File: src/rtl/imem_loader_pkg.sv
// Shared MIPS encoding definitions for the program loader: field positions,
// the legal opcode set and the pure encode helpers.
package imem_loader_pkg;

    localparam int OP_LSB    = 26;
    localparam int RS_LSB    = 21;
    localparam int RT_LSB    = 16;
    localparam int RD_LSB    = 11;
    localparam int SHAMT_LSB = 6;

    localparam logic [5:0] OP_RTYPE = 6'h00;
    localparam logic [5:0] OP_J     = 6'h02;
    localparam logic [5:0] OP_JAL   = 6'h03;

    // One bit per opcode value; set bits are the opcodes the loader can encode.
    localparam logic [63:0] LEGAL_OP_MASK =
        (64'd1 << 6'h00) | (64'd1 << 6'h02) | (64'd1 << 6'h03) |
        (64'd1 << 6'h04) | (64'd1 << 6'h05) | (64'd1 << 6'h08) |
        (64'd1 << 6'h09) | (64'd1 << 6'h0A) | (64'd1 << 6'h0B) |
        (64'd1 << 6'h0C) | (64'd1 << 6'h0D) | (64'd1 << 6'h0F) |
        (64'd1 << 6'h23) | (64'd1 << 6'h24) | (64'd1 << 6'h25) |
        (64'd1 << 6'h28) | (64'd1 << 6'h2B) | (64'd1 << 6'h30) |
        (64'd1 << 6'h38);

    typedef enum logic [1:0] {
        ST_IDLE  = 2'd0,
        ST_LOAD  = 2'd1,
        ST_FLUSH = 2'd2
    } load_state_e;

    typedef struct packed {
        logic [5:0]  opcode;
        logic [4:0]  rs;
        logic [4:0]  rt;
        logic [4:0]  rd;
        logic [4:0]  shamt;
        logic [5:0]  funct;
        logic [15:0] imm;
        logic [25:0] target;
    } instr_fields_t;

    function automatic logic is_legal_opcode(input logic [5:0] op);
        return LEGAL_OP_MASK[op];
    endfunction

    function automatic logic [31:0] encode_instr(input instr_fields_t f);
        logic [31:0] w;
        case (f.opcode)
            OP_RTYPE: w = (32'(f.opcode) << OP_LSB) | (32'(f.rs) << RS_LSB) |
                          (32'(f.rt) << RT_LSB) | (32'(f.rd) << RD_LSB) |
                          (32'(f.shamt) << SHAMT_LSB) | 32'(f.funct);
            OP_J, OP_JAL: w = (32'(f.opcode) << OP_LSB) | 32'(f.target);
            default:  w = (32'(f.opcode) << OP_LSB) | (32'(f.rs) << RS_LSB) |
                          (32'(f.rt) << RT_LSB) | 32'(f.imm);
        endcase
        return w;
    endfunction

endpackage

File: src/rtl/imem_loader_packer.sv
// Combinational instruction packer: encodes one beat of fields into a 32-bit
// word, substituting a nop for opcodes outside the legal set.
module instr_packer
    import imem_loader_pkg::*;
(
    input  instr_fields_t fields_i,
    output logic [31:0]   word_o,
    output logic          legal_o
);

    always_comb begin
        legal_o = is_legal_opcode(fields_i.opcode);
        word_o  = legal_o ? encode_instr(fields_i) : 32'h0;
    end

endmodule

File: src/rtl/imem_loader.sv
// Program loader: accepts instruction field beats, packs them and writes them
// to consecutive imem word addresses starting at a latched base.
module imem_loader
    import imem_loader_pkg::*;
#(
    parameter int ADDR_W = 6
) (
    input  logic              clk,
    input  logic              rst_n,
    input  logic              start,
    input  logic [ADDR_W-1:0] base_addr,
    input  logic              in_valid,
    output logic              in_ready,
    input  logic              in_last,
    input  logic [5:0]        in_opcode,
    input  logic [4:0]        in_rs,
    input  logic [4:0]        in_rt,
    input  logic [4:0]        in_rd,
    input  logic [4:0]        in_shamt,
    input  logic [5:0]        in_funct,
    input  logic [15:0]       in_imm,
    input  logic [25:0]       in_target,
    output logic              imem_we,
    output logic [ADDR_W-1:0] imem_wa,
    output logic [31:0]       imem_wd,
    output logic              busy,
    output logic              done,
    output logic              err,
    output logic [ADDR_W:0]   count
);

    localparam logic [ADDR_W:0] CAPACITY = {1'b1, {ADDR_W{1'b0}}};
    localparam logic [ADDR_W:0] ONE      = {{ADDR_W{1'b0}}, 1'b1};

    load_state_e       state_q;
    logic [ADDR_W-1:0] base_q;
    logic [ADDR_W:0]   widx_q;
    logic [ADDR_W:0]   count_q;
    logic              we_q;
    logic [ADDR_W-1:0] wa_q;
    logic [31:0]       wd_q;
    logic              busy_q;
    logic              done_q;
    logic              err_q;

    instr_fields_t     fields_d;
    logic [31:0]       word_d;
    logic              legal_d;

    assign fields_d = '{opcode: in_opcode, rs: in_rs, rt: in_rt, rd: in_rd,
                        shamt: in_shamt, funct: in_funct, imm: in_imm,
                        target: in_target};

    instr_packer u_packer (
        .fields_i (fields_d),
        .word_o   (word_d),
        .legal_o  (legal_d)
    );

    // widx_q counts accepted writes immediately so back-to-back beats get
    // distinct addresses; count_q is its one-cycle-late public copy.
    always_ff @(posedge clk or negedge rst_n) begin
        if (!rst_n) begin
            state_q <= ST_IDLE;
            base_q  <= '0;
            widx_q  <= '0;
            count_q <= '0;
            we_q    <= 1'b0;
            wa_q    <= '0;
            wd_q    <= '0;
            busy_q  <= 1'b0;
            done_q  <= 1'b0;
            err_q   <= 1'b0;
        end else begin
            we_q    <= 1'b0;
            done_q  <= 1'b0;
            count_q <= widx_q;
            case (state_q)
                ST_IDLE: begin
                    if (start) begin
                        base_q  <= base_addr;
                        widx_q  <= '0;
                        count_q <= '0;
                        err_q   <= 1'b0;
                        busy_q  <= 1'b1;
                        state_q <= ST_LOAD;
                    end
                end
                ST_LOAD: begin
                    if (in_valid) begin
                        if (widx_q == CAPACITY) begin
                            err_q <= 1'b1;
                        end else begin
                            we_q   <= 1'b1;
                            wa_q   <= base_q + widx_q[ADDR_W-1:0];
                            wd_q   <= word_d;
                            widx_q <= widx_q + ONE;
                            if (!legal_d) err_q <= 1'b1;
                        end
                        if (in_last) state_q <= ST_FLUSH;
                    end
                end
                ST_FLUSH: begin
                    busy_q  <= 1'b0;
                    done_q  <= 1'b1;
                    state_q <= ST_IDLE;
                end
                default: begin
                    busy_q  <= 1'b0;
                    state_q <= ST_IDLE;
                end
            endcase
        end
    end

    assign in_ready = (state_q == ST_LOAD);
    assign imem_we  = we_q;
    assign imem_wa  = wa_q;
    assign imem_wd  = wd_q;
    assign busy     = busy_q;
    assign done     = done_q;
    assign err      = err_q;
    assign count    = count_q;

endmodule

File: config.mk
export PLATFORM = sky130hd
export DESIGN_NAME = imem_loader
export DESIGN_NICKNAME = d
export VERILOG_FILES = /design/src/rtl/imem_loader_pkg.sv /design/src/rtl/imem_loader_packer.sv /design/src/rtl/imem_loader.sv
export SDC_FILE = /design/constraint.sdc
export NUM_CORES = 1
export LEC_CHECK = 0
export ABC_CLOCK_PERIOD_IN_PS = 4500
export BUFFER_PORTS_ARGS = -buffer_cell sky130_fd_sc_hd__buf_2
export CAP_MARGIN = 10
export CORE_MARGIN = 3
export CORE_UTILIZATION = 53
export CTS_BUF_LIST = sky130_fd_sc_hd__clkbuf_16
export CTS_CLUSTER_SIZE = 24
export DETAILED_ROUTE_END_ITERATION = 6
export GPL_TIMING_DRIVEN = 0
export PLACE_DENSITY = 0.9
export SLEW_MARGIN = 15
export SYNTH_ARGS = -nofsm -noshare
export SYNTH_HDL_FRONTEND = slang
export SYNTH_HIERARCHICAL = 1
export SYNTH_SLANG_ARGS = --single-unit
File: constraint.sdc
create_clock -name clk -period 4.5 [get_ports clk]
set_clock_uncertainty 0.15 [all_clocks]
set_input_delay 0.9 -clock clk [delete_from_list [all_inputs] [get_ports clk]]
set_output_delay 0.9 -clock clk [all_outputs]
set_load 0.01 [all_outputs]
==> flow_summary.html <==
<table>
<tr><th>Metric</th><th>Value</th></tr>
<tr><th colspan="2">Outcome</th></tr>
<tr><td>Run status</td><td>finished, final reports clean</td></tr>
<tr><th colspan="2">Power and ir drop</th></tr>
<tr><td>Cell-internal power</td><td>1.56 mW</td></tr>
<tr><td>Reported net switching power</td><td>0.719 mW</td></tr>
<tr><td>Max rail drop VDD</td><td>0.307 mV</td></tr>
<tr><td>Total design power</td><td>approximately 2.3 mW</td></tr>
<tr><td>Proportion of power drawn by flip-flops and latches</td><td>roughly 36%</td></tr>
<tr><td>Portion of total power attributed to the clock network</td><td>32.7%</td></tr>
<tr><td>Cell Pwr Density</td><td>496 mW/mm2</td></tr>
<tr><td>Sw Share</td><td>around a third</td></tr>
<tr><td>Logic gate share of total power</td><td>approximately 31%</td></tr>
<tr><td>Leakage power</td><td>2.46 nW</td></tr>
<tr><th colspan="2">Floorplanning</th></tr>
<tr><td>Placement row count</td><td>29</td></tr>
<tr><td>Die span in y</td><td>87.5 um</td></tr>
<tr><td>Io pins</td><td>135</td></tr>
<tr><td>Area of the core region</td><td>roughly 0.0064 mm2</td></tr>
<tr><td>Floorplan die width</td><td>87.5 um</td></tr>
<tr><td>Floorplan die area</td><td>~0.0076 mm2</td></tr>
<tr><td>Initial core utilization</td><td>between 50% and 60%</td></tr>
<tr><th colspan="2">Yosys</th></tr>
<tr><td>Share of the yosys chip area belonging to registers</td><td>45.5%</td></tr>
<tr><td>Top area cells in the synthesized netlist</td><td>sky130_fd_sc_hd__dfrtp_1 46%, sky130_fd_sc_hd__mux2_4 14%, sky130_fd_sc_hd__a222oi_1 4.6%</td></tr>
<tr><td>Top-count cell post-synth</td><td>sky130_fd_sc_hd__dfrtp_1</td></tr>
<tr><td>Warnings, synthesis</td><td>6</td></tr>
<tr><td>Synthesized cell area</td><td>about 0.0035 mm2</td></tr>
<tr><td>Number of enable-type register cells in the synthesized netlist</td><td>0</td></tr>
<tr><td>Top cells by instance count after synthesis</td><td>64 x sky130_fd_sc_hd__dfrtp_1, 32 x sky130_fd_sc_hd__mux2_4, 30 x sky130_fd_sc_hd__nand2_1, 27 x sky130_fd_sc_hd__nor3_1, 18 x sky130_fd_sc_hd__nor2_1</td></tr>
<tr><td>Most instantiated flip-flop cell in the synthesis netlist</td><td>sky130_fd_sc_hd__dfrtp_1</td></tr>
<tr><td>Portion of synthesized cell area occupied by the leading cell type</td><td>between 40% and 50%</td></tr>
<tr><td>Proportion of synthesized flip-flops having asynchronous set or reset</td><td>100%</td></tr>
<tr><td>Count of distinct cell types in the synthesized netlist</td><td>47</td></tr>
<tr><td>Most area-hungry cell type in the Yosys netlist</td><td>sky130_fd_sc_hd__dfrtp_1</td></tr>
<tr><td>Synth Area per Inst</td><td>11.4 um2</td></tr>
<tr><td>Gate count of the mapped netlist</td><td>between 300 and 400</td></tr>
<tr><td>Nets in the synthesized netlist</td><td>405</td></tr>
<tr><td>Register bit total from synthesis</td><td>64</td></tr>
<tr><th colspan="2">Critical path</th></tr>
<tr><td>Worst EP required</td><td>between 4 and 5 ns</td></tr>
<tr><td>CP endpoint kind</td><td>flip-flop</td></tr>
<tr><td>Setup crit start kind</td><td>input pin</td></tr>
<tr><td>Largest delay share family, worst path</td><td>simple AND/OR/NAND/NOR gates</td></tr>
<tr><td>Crit path max fanout</td><td>10</td></tr>
<tr><td>Series of cell instances along the critical path</td><td>buf_2, inv_1, ha_1, or2_2, and2_1, buf_4, buf_6, a222oi_1, nor3_1, mux2_2</td></tr>
<tr><td>Biggest cell delay along the critical path</td><td>0.42 ns</td></tr>
<tr><td>Count of buffer and inverter cells on the critical path</td><td>4</td></tr>
<tr><td>Setup Crit Path Kind</td><td>in2reg</td></tr>
<tr><td>Worst Path Arrival</td><td>2.87 ns</td></tr>
<tr><td>Slowest-stage cell, CP</td><td>sky130_fd_sc_hd__a222oi_1</td></tr>
<tr><th colspan="2">Global routing</th></tr>
<tr><td>Pin count of the biggest net entering global routing</td><td>between 60 and 70</td></tr>
<tr><td>GRT Total Usage</td><td>23.6%</td></tr>
<tr><td>Vias in the first global route</td><td>approximately 2900</td></tr>
<tr><td>Wire length of the first global-routing pass</td><td>14000 um</td></tr>
<tr><td>Residual overflow from global routing</td><td>0</td></tr>
<tr><td>Number of antenna violations at the first check in global routing</td><td>0</td></tr>
<tr><th colspan="2">Detailed routing</th></tr>
<tr><td>Routed WL per cell</td><td>16.7 um</td></tr>
<tr><td>Remaining design rule violation count</td><td>0</td></tr>
<tr><td>Total Wirelength</td><td>8900 um</td></tr>
<tr><td>Detailed-route via count</td><td>about 3000</td></tr>
<tr><td>First-iteration detailed-routing DRC count</td><td>299</td></tr>
<tr><td>Total iterations of the first detailed-routing run</td><td>5</td></tr>
<tr><td>Post-DR vias/cell</td><td>5.67</td></tr>
<tr><td>Post-route antenna net violation count</td><td>0</td></tr>
<tr><th colspan="2">Clock network</th></tr>
<tr><td>Quantity of gates resized following cts</td><td>0</td></tr>
<tr><td>CTS hold repair buffers</td><td>0</td></tr>
<tr><td>Max clock buf depth</td><td>2</td></tr>
<tr><td>CTS sink count</td><td>64</td></tr>
<tr><td>H-tree depth reported by CTS</td><td>3</td></tr>
<tr><td>Setup fix buffers added after clock tree synthesis</td><td>0</td></tr>
<tr><td>Number of clock buffers inserted by TritonCTS</td><td>9</td></tr>
<tr><td>Clock latency at the later pin of the worst-skew pair</td><td>0.32 ns</td></tr>
<tr><td>Root buffer cell</td><td>sky130_fd_sc_hd__clkbuf_16</td></tr>
<tr><td>Clk slew on worst S/H paths</td><td>0.06 ns</td></tr>
<tr><td>TritonCTS clock tree</td><td>done</td></tr>
<tr><th colspan="2">Placed design</th></tr>
<tr><td>Final weighted congestion in routability-driven placement</td><td>about 0.9</td></tr>
<tr><td>Post-detailed-placement half-perimeter wirelength</td><td>between 6000 and 7000 um</td></tr>
<tr><td>Inst Count DP</td><td>roughly 520</td></tr>
<tr><td>I/O Buffers</td><td>133</td></tr>
<tr><th colspan="2">STA</th></tr>
<tr><td>Maximum clock frequency</td><td>around 360 MHz</td></tr>
<tr><td>Number of endpoints failing setup at the final stage</td><td>0</td></tr>
<tr><td>Pins over their slew limit</td><td>0</td></tr>
<tr><td>Total count of hold-check failures in the final report</td><td>0</td></tr>
<tr><td>Final critical-path required period</td><td>2.81 ns</td></tr>
<tr><td>RSZ-0062 raised after global routing</td><td>no</td></tr>
<tr><td>Actual slew at the worst max-slew pin</td><td>slightly below 0.8 ns</td></tr>
<tr><td>Worst slew margin</td><td>a little under half</td></tr>
<tr><td>Final clock period utilization by the worst path</td><td>around 62%</td></tr>
<tr><td>Summed negative setup slack over all endpoints</td><td>0 ns</td></tr>
<tr><th colspan="2">Finish</th></tr>
<tr><td>Filler cells</td><td>467</td></tr>
<tr><td>Non-filler instance count after layout</td><td>~530</td></tr>
<tr><td>Count of nets after finishing</td><td>549</td></tr>
<tr><td>Number of antenna diodes</td><td>0</td></tr>
<tr><td>Area growth from synthesis to layout</td><td>30.9%</td></tr>
<tr><td>Share of final-layout standard cells stronger than drive strength 1</td><td>45.7%</td></tr>
<tr><th colspan="2">Run</th></tr>
<tr><td>Max-capacitance violation count</td><td>0</td></tr>
<tr><th colspan="2">Min path</th></tr>
<tr><td>Kind of path behind the tightest hold check</td><td>reg2reg</td></tr>
</table>
area by class of cell:
cell class	instances	area, um2	area share, %
Inverter	10	37.5	0.815
Timing Repair Buffer	133	668	14.5
Clock buffer	9	225	4.89
Clock inverter	7	96.3	2.09
Sequential cell	64	1600	34.8
Multi-Input combinational cell	216	1730	37.6
Buffer	18	148	3.21
Tap cell	77	96.3	2.09
tightest hold or removal path, delay by kind of cell, from the launching register on:
family / cells / cell delay (ns)
flops: 1 / 0.34
simple gates: 2 / 0.10
path summary, 6_finish.rpt:
kind / cells past startpoint / slack [ns] / startpoint / to
worst max-delay path: 10 / 1.69 / in_opcode[0] / imem_wd[12]
worst min register to register: 2 / 0.33 / base_q[4] / base_q[4]
worst max register to register: 7 / 2.30 / widx_q[1] / imem_wd[21]
max in group asynchronous: 1 / 3.18 / rst_n / widx_q[2]
worst min-delay path: 2 / 0.33 / base_q[4] / base_q[4]
min in group asynchronous: 1 / 0.51 / rst_n / imem_wd[24]
state kept, by name, indices dropped and copies added (netlist names):
signal / count
busy: 1
err: 1
imem_wa: 6
base_q: 6
imem_wd: 32
count: 7
widx_q: 7
done: 1
imem_we: 1
state_q: 2
logic make-up after synthesis:
logic type	count (synthesis)	synth area share, %
multiplexers	39	15.8
AO/OA/AOI/OAI	60	13.4
adder cells (fa/ha/maj)	12	4.48
buffers and inverters	28	5.27
AND/OR/NAND/NOR	101	14.5
XOR/XNOR	4	0.996
flip-flops	64	45.5
power by group through the flow:
stage / combinational, mW / sequential [mW] / clock, mW
global placement: 0.686 / 0.828 / 0
global route: 0.785 / 0.850 / 0.785
finish: 0.708 / 0.827 / 0.746
detailed placement: 0.709 / 0.833 / 0
floorplan: 0.413 / 0.865 / 0
CTS: 0.716 / 0.826 / 0.753
metal layers:
metal,part of all wire (%),vias up,track usage [%],wire length (um)
li1,-,1425,-,-
met1,40,1439,29.6,3580
met2,50,142,40.2,4480
met3,7.5,22,4.35,666
met4,2.0,0,9.34,177
met5,0,-,0,0
cells in the final DEF (no fill, tap or decap), types with 3 or more instances in the layout:
| master | synthesis | routed |
|---|---|---|
| sky130_fd_sc_hd__buf_2 | 1 | 133 |
| sky130_fd_sc_hd__dfrtp_1 | 64 | 64 |
| sky130_fd_sc_hd__mux2_4 | 32 | 32 |
| sky130_fd_sc_hd__nand2_1 | 30 | 30 |
| sky130_fd_sc_hd__nor3_1 | 27 | 27 |
| sky130_fd_sc_hd__nor2_1 | 18 | 18 |
| sky130_fd_sc_hd__a222oi_1 | 16 | 16 |
| sky130_fd_sc_hd__ha_1 | 11 | 11 |
| sky130_fd_sc_hd__inv_1 | 10 | 10 |
| sky130_fd_sc_hd__a21oi_1 | 10 | 10 |
| sky130_fd_sc_hd__a22oi_1 | 10 | 10 |
| sky130_fd_sc_hd__buf_6 | 9 | 9 |
| sky130_fd_sc_hd__clkbuf_16 | 0 | 9 |
| sky130_fd_sc_hd__o21ai_0 | 7 | 7 |
| sky130_fd_sc_hd__clkbuf_1 | 5 | 5 |
| sky130_fd_sc_hd__and2_1 | 4 | 4 |
| sky130_fd_sc_hd__xnor2_1 | 4 | 4 |
| sky130_fd_sc_hd__mux2_2 | 4 | 4 |
| sky130_fd_sc_hd__buf_4 | 3 | 4 |
| sky130_fd_sc_hd__nand2b_1 | 3 | 3 |
| sky130_fd_sc_hd__nor2b_1 | 3 | 3 |
| sky130_fd_sc_hd__a211oi_1 | 3 | 3 |
| sky130_fd_sc_hd__mux2i_1 | 3 | 3 |
| sky130_fd_sc_hd__clkinv_4 | 0 | 3 |
metrics by stage:
step | area (um2) | util, % | setup slack (ns) | hold slack [ns]
2_1_floorplan | 3520 | - | 1.73 | 0.302
3_3_place_gp | 4280 | 67.0 | 1.47 | 0.316
3_5_place_dp | 4280 | 67.0 | 1.41 | 0.319
4_1_cts | 4600 | 72.1 | 1.72 | 0.336
5_1_grt | 4600 | 72.1 | 1.56 | 0.366
6_report | 4600 | 72.1 | 1.69 | 0.331
(Power assumes the default switching activity.)
